### src/rtl/decoder3to8_timed_pkg.sv
// Shared constants and FSM state encoding for the timed 3-to-8 decoder
// and its 8-to-3 encoder counterpart.
package decoder3to8_timed_pkg;

  localparam int unsigned ONEHOT_W = 8;

  typedef enum logic [1:0] {
    StIdle = 2'd0,
    StHold = 2'd1,
    StGap  = 2'd2
  } state_e;

endpackage

### src/rtl/decoder3to8_timed_decode3to8_comb.sv
// Pure combinational 3-bit code to one-hot decode.
module decode3to8_comb
  import decoder3to8_timed_pkg::*;
(
  input  logic [2:0]          code_i,
  output logic [ONEHOT_W-1:0] onehot_o
);

  always_comb begin
    onehot_o = '0;
    unique case (code_i)
      3'd0: onehot_o = 8'h01;
      3'd1: onehot_o = 8'h02;
      3'd2: onehot_o = 8'h04;
      3'd3: onehot_o = 8'h08;
      3'd4: onehot_o = 8'h10;
      3'd5: onehot_o = 8'h20;
      3'd6: onehot_o = 8'h40;
      3'd7: onehot_o = 8'h80;
    endcase
  end

endmodule

### src/rtl/decoder3to8_timed.sv
// Registered 3-to-8 one-hot decoder: each accepted code holds one Q bit high
// for HOLD_CYCLES, followed by GAP_CYCLES of all-zero blanking.
module decoder3to8_timed
  import decoder3to8_timed_pkg::*;
#(
  parameter int unsigned HOLD_CYCLES = 4,
  parameter int unsigned GAP_CYCLES  = 1,
  parameter int unsigned CNT_W       = 8
) (
  input  logic                clk,
  input  logic                rst_n,
  input  logic                en,
  input  logic [2:0]          D,
  input  logic                d_valid,
  output logic                d_ready,
  output logic [ONEHOT_W-1:0] Q,
  output logic                busy,
  output logic                done
);

  localparam logic [CNT_W-1:0] HoldLoad = CNT_W'(HOLD_CYCLES - 1);
  // Only used when GAP_CYCLES > 0, so the wrap at zero never matters.
  localparam logic [CNT_W-1:0] GapLoad  = CNT_W'(GAP_CYCLES - 1);

  state_e                state_q, state_d;
  logic [CNT_W-1:0]      cnt_q, cnt_d;
  logic [ONEHOT_W-1:0]   q_q, q_d;
  logic                  done_q, done_d;
  logic [ONEHOT_W-1:0]   code_onehot;

  decode3to8_comb u_decode (
    .code_i   (D),
    .onehot_o (code_onehot)
  );

  always_comb begin
    state_d = state_q;
    cnt_d   = cnt_q;
    q_d     = q_q;
    done_d  = 1'b0;
    unique case (state_q)
      StIdle: begin
        if (en && d_valid) begin
          q_d     = code_onehot;
          cnt_d   = HoldLoad;
          state_d = StHold;
        end
      end
      StHold: begin
        // Abort has priority over a normal expiry on the same edge.
        if (!en) begin
          q_d     = '0;
          cnt_d   = '0;
          state_d = StIdle;
        end else if (cnt_q != '0) begin
          cnt_d = cnt_q - CNT_W'(1);
        end else begin
          q_d    = '0;
          done_d = 1'b1;
          if (GAP_CYCLES > 0) begin
            cnt_d   = GapLoad;
            state_d = StGap;
          end else begin
            cnt_d   = '0;
            state_d = StIdle;
          end
        end
      end
      StGap: begin
        if (!en) begin
          q_d     = '0;
          cnt_d   = '0;
          state_d = StIdle;
        end else if (cnt_q != '0) begin
          cnt_d = cnt_q - CNT_W'(1);
        end else begin
          state_d = StIdle;
        end
      end
      default: begin
        q_d     = '0;
        cnt_d   = '0;
        state_d = StIdle;
      end
    endcase
  end

  always_ff @(posedge clk or negedge rst_n) begin
    if (!rst_n) begin
      state_q <= StIdle;
      cnt_q   <= '0;
      q_q     <= '0;
      done_q  <= 1'b0;
    end else begin
      state_q <= state_d;
      cnt_q   <= cnt_d;
      q_q     <= q_d;
      done_q  <= done_d;
    end
  end

  assign Q       = q_q;
  assign done    = done_q;
  assign busy    = (state_q != StIdle);
  assign d_ready = rst_n && en && (state_q == StIdle);

endmodule

### config.mk
export PLATFORM = sky130hd
export DESIGN_NAME = decoder3to8_timed
export DESIGN_NICKNAME = d
export VERILOG_FILES = /design/src/rtl/decoder3to8_timed_pkg.sv /design/src/rtl/decoder3to8_timed_decode3to8_comb.sv /design/src/rtl/decoder3to8_timed.sv
export SDC_FILE = /design/constraint.sdc
export NUM_CORES = 1
export LEC_CHECK = 0
export ABC_AREA = 1
export CORE_MARGIN = 2
export CORE_UTILIZATION = 52
export DETAILED_ROUTE_END_ITERATION = 10
export GPL_TIMING_DRIVEN = 0
export HOLD_SLACK_MARGIN = 0.06
export PLACE_DENSITY = 0.83
export SLEW_MARGIN = 20
export SYNTH_ARGS = -nofsm -noshare
export SYNTH_HDL_FRONTEND = slang
export SYNTH_HIERARCHICAL = 1
export SYNTH_SLANG_ARGS = --single-unit
### constraint.sdc
create_clock -name clk -period 1.7 [get_ports clk]
set_input_delay 0.34 -clock clk [delete_from_list [all_inputs] [get_ports clk]]
set_output_delay 0.34 -clock clk [all_outputs]
set_load 0.02 [all_outputs]
Yosys cells after proc, flatten, opt, wreduce, memory -nomap -nowiden --
Memory sizes are Yosys's and may differ from the RTL's. Index checks and enable logic that the tools add are counted.
Word-level totals: register bits 19, bits in latches 0, bits in writable memories 0, memory bits (read-only) 64, input bits 7, output and inout port bits 11, memories 1
Memories:
- (no name shown) | depth 8, bits a word 8, read ports 1, clocked after memory_dff 0, wr ports 0, RTL line decoder3to8_timed_decode3to8_comb.sv:11 | unique case (code_i)
Cells by class: $add $sub $neg 1, $mul 0, div/mod/pow operators 0, $lt $le $gt $ge 0, eq/ne operators 7, shifts and indexed selects 0, muxes and demuxes 20, bitwise operators 0, reduce and logical (&&, ||, !) cells 9
Operator list (number):
- $mux W8 | 9
- $pmux W8 S3 | 2
- $mux W2 | 5
- $ne A3 B3 Y1 const B | 3
- $reduce_bool A8 Y1 | 1
- $sub A8 B1 Y8 const B | 1
- $pmux W2 S3 | 1
- $reduce_and A3 Y1 | 2
- $ne A2 B2 Y1 const B | 2
- $logic_and A1 B1 Y1 | 3
- $mux W1 | 3
- $eq A2 B1 Y1 const B | 1
- $eq A2 B2 Y1 const B | 1
- $logic_not A2 Y1 | 1
- $reduce_and A2 Y1 | 1
- $reduce_bool A2 Y1 | 1

Depth between registers and ports, before layout --
Gate-level depths: netlist of the first run.
depth in word-level cells 4, mapped depth 10, depth with buffers taken out 10

By module --
Netlist of the first run, hierarchy kept.
Modules (own cells, without submodules):
- decoder3to8_timed | instances 1, cells each 143, area each 1086.0 um2, seq. area each 475.5 um2
- decode3to8_comb | instances 1, cells each 15, area each 56.3 um2, seq. area each 0.0 um2

Worst setup path before layout of the first run --
No wires, ideal clock.
kind register to register, start reg cnt_q[0], end reg cnt_q[2], arrival 1.181 ns, required time 1.586 ns, setup slack 0.405 ns, stages on the path, launching flop included 11, cell sequence dfrtp_1 > inv_1 > ha_1 > nand2_1 > nor2_1 > nand3_2 > buf_6 > nand3_1 > nand2_1 > nand2_1 > nor2_2
Between the ends: longest elaborated chain between the ends 4
Ends and longest elaborated chain:
- start, declared | RTL line decoder3to8_timed.sv:26 | logic [CNT_W-1:0] cnt_q, cnt_d;
- start signal, assigned | RTL line decoder3to8_timed.sv:96 | cnt_q <= cnt_d;
- $sub A8 B1 Y8 or $reduce_bool A8 Y1 (tied branches)
- $mux W8 (on tied branches) | RTL line decoder3to8_timed.sv:74, decoder3to8_timed.sv:55
- $mux W8 (on tied branches) | RTL line decoder3to8_timed.sv:70, decoder3to8_timed.sv:51
- $pmux W8 S3 | RTL line decoder3to8_timed.sv:41 | unique case (state_q)
Several ways; a longest one is shown, not always the timed one. The select of a mux whose other input is x is not followed. A chain may end at the register's enable or synchronous reset.

Worst setup path after layout of the first run --
start reg q_q[7], in the netlist Q[7], end out Q[7]
RTL lines:
- start, declared | RTL line decoder3to8_timed.sv:27 | logic [ONEHOT_W-1:0] q_q, q_d;
- start signal, assigned | RTL line decoder3to8_timed.sv:97 | q_q <= q_d;
- end, declared | RTL line decoder3to8_timed.sv:16 | output logic [ONEHOT_W-1:0] Q,
No word-level cell between the ends.

==> impl_metrics.yaml, run 1 <==
synth:
  muxShareOfSynthArea_pct: 0
  synth_nets: 167
  ys_types: 19
  ys_warn_count: 6
  synth-simple-area-share_pct: 44.0
  netlist_area_um2: 1140
  syn_inst: 158
  synth_top_family_by_area: "simple AND/OR/NAND/NOR gates"
  syn_area_per_cell_um2: 7.23
  synth_seq_cells: 19
  seq_area_frac_synth_pct: 41.6
  synth-compound-area-share_pct: 3.61
  synth-xor-area-share_pct: 0
  synthAdderAreaFrac_pct: 2.19
critical_path:
  worst_setup_path_end_kind: "output pin"
  crit_buf_inv: 1
  start_kind: "register"
  cp_slowest_cell: "clkdlybuf4s50_1"
  crit_family: "buffers and inverters"
  cpPeakStageDelay_ns: 0.61
  arrival_ns: 1.30
  path_max_fanout: 2
  crit_chain: "clkdlybuf4s50_1"
  path_class: "reg2out"
  crit_required_ns: 1.36
route:
  drtIter0Drc: 23
  vias: 1082
  drt_pass1_iterations: 5
  drt-total-wl_mm: 2.49
  wl_met1_mm: 1.04
  wl_met2_mm: 1.26
  via_per_inst: 5.23
  drc: 0
  highest_layer: "met4"
  antenna_left: 0
  wl_met3_um: 168
  wire_per_inst_um: 12.0
die:
  start_util_pct: 56.5
  die_area_um2: 2590
  core_um2: 2020
  fp.dieW_um: 50.9
  rows: 16
  ios: 18
  die_h_um: 50.9
cells_and_area:
  drive_gt1_share_pct: 16.7
  area_growth_pct: 20.3
  nets: 190
  final_cells: 207
  nFillCells: 155
  diodes: 0
  regArea_um2: 475
  multiInputGateArea_um2: 572
sta:
  finalClockSkew_ns: 0.00228
  fin_crit_ns: 1.64
  hold_viol_final: 0
  drv_slew: 0
  rsz0062_at_grt: "false"
  worst_pin_slew_ns: 0.858
  setup_viol: 0
  slew_headroom_pct: 42.6
  fin_crit_sh_pct: 96.4
  fmax_mhz: 610
placed_design:
  gp_congestion: 0.945
  place_hpwl_mm: 1.84
  io_buffers: 17
  placed_cells: 202
clock_network:
  clkTransAtPathRegs_ns: 0.12
  cts_setup_buffers: 0
  cts_sinks: 19
  root_buffer: "clkbuf_4"
  clk-insertion-delay-late_ns: 0.31
  htree_levels: 1
  cts_tree: "yes"
  cts_made_buffers: 3
  clk_path_buf_depth: 2
grt:
  grt_pass1_vias: 1029
  grt_max_degree: 21
  grt_pass1_wl_mm: 4.23
  overflow: 0
  grt_use_total_pct: 21.7
  antenna_found_initial: 0
power:
  ir_drop_uv: 826
  powerDensity_nw_per_um2: 1530
  p_leak_nw: 0.733
  finalPower_mw: 2.10
run_status:
  outcome: "finished clean"
job:
  max-cap-violations: 0
min_path:
  min-delay-path-class: "reg2reg"
[layout make-up]
type	instances	share of cell area [%]
inverters	20	5.46
plain buffers	2	1.64
clock inverters	1	0.546
well taps	27	2.46
flip-flops and latches	19	34.6
clock buffers	3	1.64
multi-input cells	117	41.6
repair buffers	18	12.0
[layout by cell type (no fill, tap or decap), types with 4 or more instances in the layout]
| cell type | synthesis | routed |
|---|---|---|
| clkdlybuf4s50_1 | 0 | 14 |
| dfrtp_1 | 19 | 19 |
| inv_1 | 15 | 15 |
| inv_2 | 5 | 5 |
| nand2_1 | 61 | 61 |
| nand2_2 | 4 | 4 |
| nand3_1 | 9 | 9 |
| nand4_1 | 6 | 6 |
| nor2_1 | 20 | 19 |
| nor2_2 | 4 | 5 |
[path summary, 6_finish.rpt]
kind / start / endpoint / slack (ns) / cells past startpoint
min reg2reg: cnt_q[0]$_DFFE_PN0P_ / cnt_q[0]$_DFFE_PN0P_ / 0.49 / 2
max in group asynchronous: rst_n / Q[0]$_DFFE_PN0P_ / 0.48 / 2
min in group asynchronous: rst_n / state_q[0]$_DFFE_PN0P_ / 0.69 / 2
min: cnt_q[0]$_DFFE_PN0P_ / cnt_q[0]$_DFFE_PN0P_ / 0.49 / 2
max reg2reg: cnt_q[0]$_DFFE_PN0P_ / cnt_q[2]$_DFFE_PN0P_ / 0.24 / 10
max: Q[7]$_DFFE_PN0P_ / Q[7] / 0.06 / 1
[flip-flops by register name, summed over array words and instances, names as in the netlist]
name / cells
Q: 8
done: 1
state_q: 2
cnt_q: 8
[repair_timing]
action / CTS / global route
hold endpoints to repair: 0 / 19
hold buffers: 0 / 1
resized for setup: 8 / 5
setup endpoints to repair: 2 / 2
[cell usage after synthesis]
cell type / instances / area, um2
inv_2: 5 / 18.8
nand3b_1: 1 / 7.51
nand3_4: 1 / 17.5
nor2_1: 20 / 75.1
nor2_4: 1 / 11.3
nand3_2: 3 / 30.0
o21ai_4: 1 / 16.3
buf_6: 2 / 22.5
inv_1: 15 / 56.3
dfrtp_1: 19 / 475
ha_1: 2 / 25.0
nand2_2: 4 / 25.0
nand3_1: 9 / 45.0
o22ai_1: 1 / 6.26
nor2_2: 4 / 25.0
a21oi_2: 1 / 8.76
a21oi_1: 2 / 10.0
nand2_1: 61 / 229
nand4_1: 6 / 37.5
[per-layer routing]
metal  global-route usage, %  vias up
met4                    5.86        0
met5                       0        -
met3                    6.73        5
li1                        -      536
met1                    25.7      505
met2                    38.2       36
[worst reg2reg max path, cell delays in order (launching register included)]
cell	delay, ns
dfrtp_1	0.39
inv_1	0.12
ha_1	0.18
nand2_1	0.05
nor2_1	0.13
nand3_2	0.11
buf_6	0.15
nand3_1	0.07
nand2_1	0.06
nand2_1	0.07
nor2_2	0.03
[cell families (layout without fill, tap and decap cells)]
family,count (synthesis),count (layout)
compound gates,5,5
simple gates,110,110
buf+inv,22,44
fa+ha+maj,2,2
flops,19,19
[where the power goes]
group,internal [mW],switching (mW)
clock,0.0898,0.157
combinational,0.415,0.776
sequential,0.569,0.0909
total,1.07,1.02
[metrics by stage]
| stage | hold slack (ns) | worst slack [ns] | instance area, um2 | utilization (%) | TNS (ns) |
|---|---|---|---|---|---|
| global placement | 0.457 | -0.914 | 1350 | 66.6 | -0.914 |
| CTS | 0.0784 | 0.00475 | 1380 | 68.3 | 0 |
| floorplan | 0.0444 | 0.405 | 1140 | - | 0 |
| global route | 0.514 | 0.00379 | 1370 | 67.9 | 0 |
| detailed placement | 0.465 | -0.907 | 1350 | 66.6 | -0.909 |
| finish | 0.491 | 0.0616 | 1370 | 67.9 | 0 |
(Power assumes the default switching activity.)
==> run 2, diff against run 1 <==
- SKIP_CTS_REPAIR_TIMING: not set -> 1
==> run 2 against run 1 <==
- combinational power hardly changed
- non-clock buffer count stayed put
- die area stayed put
- register-to-register slack hardly changed
- wire length is 0.20% higher
- flip-flop and latch count stayed put
- utilization is 0.25 points higher
==> impl_metrics.yaml, run 2 (synthesized netlist as in run 1, its figures left out) <==
critical_path:
  cpPeakStageDelay_ns: 0.61
  crit_buf_inv: 1
  crit_path_start: "Q[5]$_DFFE_PN0P_"
  start_kind: "register"
  crit_required_ns: 1.36
  crit_family: "buffers and inverters"
  path_max_fanout: 2
  path_class: "reg2out"
  crit_chain: "clkdlybuf4s50_1"
  cp_slowest_cell: "clkdlybuf4s50_1"
  r2r-start: "cnt_q[0]$_DFFE_PN0P_"
  arrival_ns: 1.30
  worst_setup_path_end_kind: "output pin"
power:
  ir_drop_uv: 840
  finalPower_mw: 2.11
  powerDensity_nw_per_um2: 1530
  p_leak_nw: 0.744
placed_design:
  gp_congestion: 0.945
  place_hpwl_mm: 1.84
  io_buffers: 17
  dpl-instance-area_um2: 1350
  place_ws_ns: -0.907
sta:
  hold_viol_final: 0
  finalClockSkew_ns: 0.00189
  timing.final.ws_setup_ns: 0.0586
  rsz0062_at_grt: "false"
  slew_headroom_pct: 42.0
  fin_crit_ns: 1.64
  fmax_mhz: 609
  worst_pin_slew_ns: 0.867
  whs_ns: 0.491
  drv_slew: 0
  fin_crit_sh_pct: 96.6
  setup_viol: 0
clock_network:
  clkTransAtPathRegs_ns: 0.12
  clk-insertion-delay-late_ns: 0.31
  cts_tree: "yes"
  cts_made_buffers: 3
  cts_sinks: 19
  clk_path_buf_depth: 2
  htree_levels: 1
  root_buffer: "clkbuf_4"
cells_and_area:
  stdcell_area_um2: 1380
  mostFrequentLayoutCells: "nand2_1 (61), nor2_1 (20), dfrtp_1 (19), inv_1 (15), clkdlybuf4s50_1 (14)"
  drive_gt1_share_pct: 15.6
  post-route-util_pct: 68.2
  area_growth_pct: 20.7
  nets: 190
  nFillCells: 151
  diodes: 0
  final_common_cell: "nand2_1"
die:
  ios: 18
  start_util_pct: 56.5
  rows: 16
  fp.dieW_um: 50.9
  die_area_um2: 2590
  die_h_um: 50.9
  core_um2: 2020
route:
  drtIter0Drc: 25
  antenna_left: 0
  drc: 0
  wire_per_inst_um: 12.0
  via_per_inst: 5.13
  vias: 1062
  drt-total-wl_mm: 2.49
  drt_pass1_iterations: 4
job:
  max-cap-violations: 0
grt:
  grt_pass1_wl_mm: 4.22
  antenna_found_initial: 0
  grt_pass1_vias: 1027
  grt_max_degree: 21
  overflow: 0
  grt_use_total_pct: 21.7
run_status:
  outcome: "finished clean"
min_path:
  min-delay-path-class: "reg2reg"
  min_from: "cnt_q[0]$_DFFE_PN0P_"
## run 2: worst paths after layout
check,end,slack (ns),cells after the start
hold / removal,cnt_q[0]$_DFFE_PN0P_,0.49,2
setup reg to reg,cnt_q[2]$_DFFE_PN0P_,0.24,10
min in group asynchronous,Q[1]$_DFFE_PN0P_,0.70,2
hold reg to reg,cnt_q[0]$_DFFE_PN0P_,0.49,2
max in group asynchronous,cnt_q[2]$_DFFE_PN0P_,0.47,2
setup / recovery,Q[5],0.06,1
## run 2: per-stage QoR
step | setup TNS [ns] | instances
final | 0 | 207
after global routing | 0 | 207
after CTS | -1.13 | 206
after detailed placement | -0.909 | 202
after global placement | -0.914 | 202
after floorplan | 0 | 158
## run 2: power breakdown
group          switching [mW]  total, mW  internal (mW)
Combinational           0.775       1.20          0.425
Clock                   0.159      0.249         0.0899
Sequential             0.0879      0.657          0.569
## run 2: final cells by class
type / instances / area, um2 / share of cell area (%)
Timing Repair Buffer: 18 / 173 / 12.5
Sequential cell: 19 / 475 / 34.5
Inverter: 20 / 75.1 / 5.44
Clock inverter: 1 / 7.51 / 0.544
Buffer: 2 / 22.5 / 1.63
Clock buffer: 3 / 22.5 / 1.63
Multi-Input combinational cell: 117 / 569 / 41.3
Tap cell: 27 / 33.8 / 2.45
## run 2: metal layers
metal | GRT usage [%] | part of all wire [%]
met5 | 0 | 0
met4 | 5.86 | 0.88
met3 | 6.73 | 5.3
met2 | 38.2 | 50
met1 | 25.5 | 44
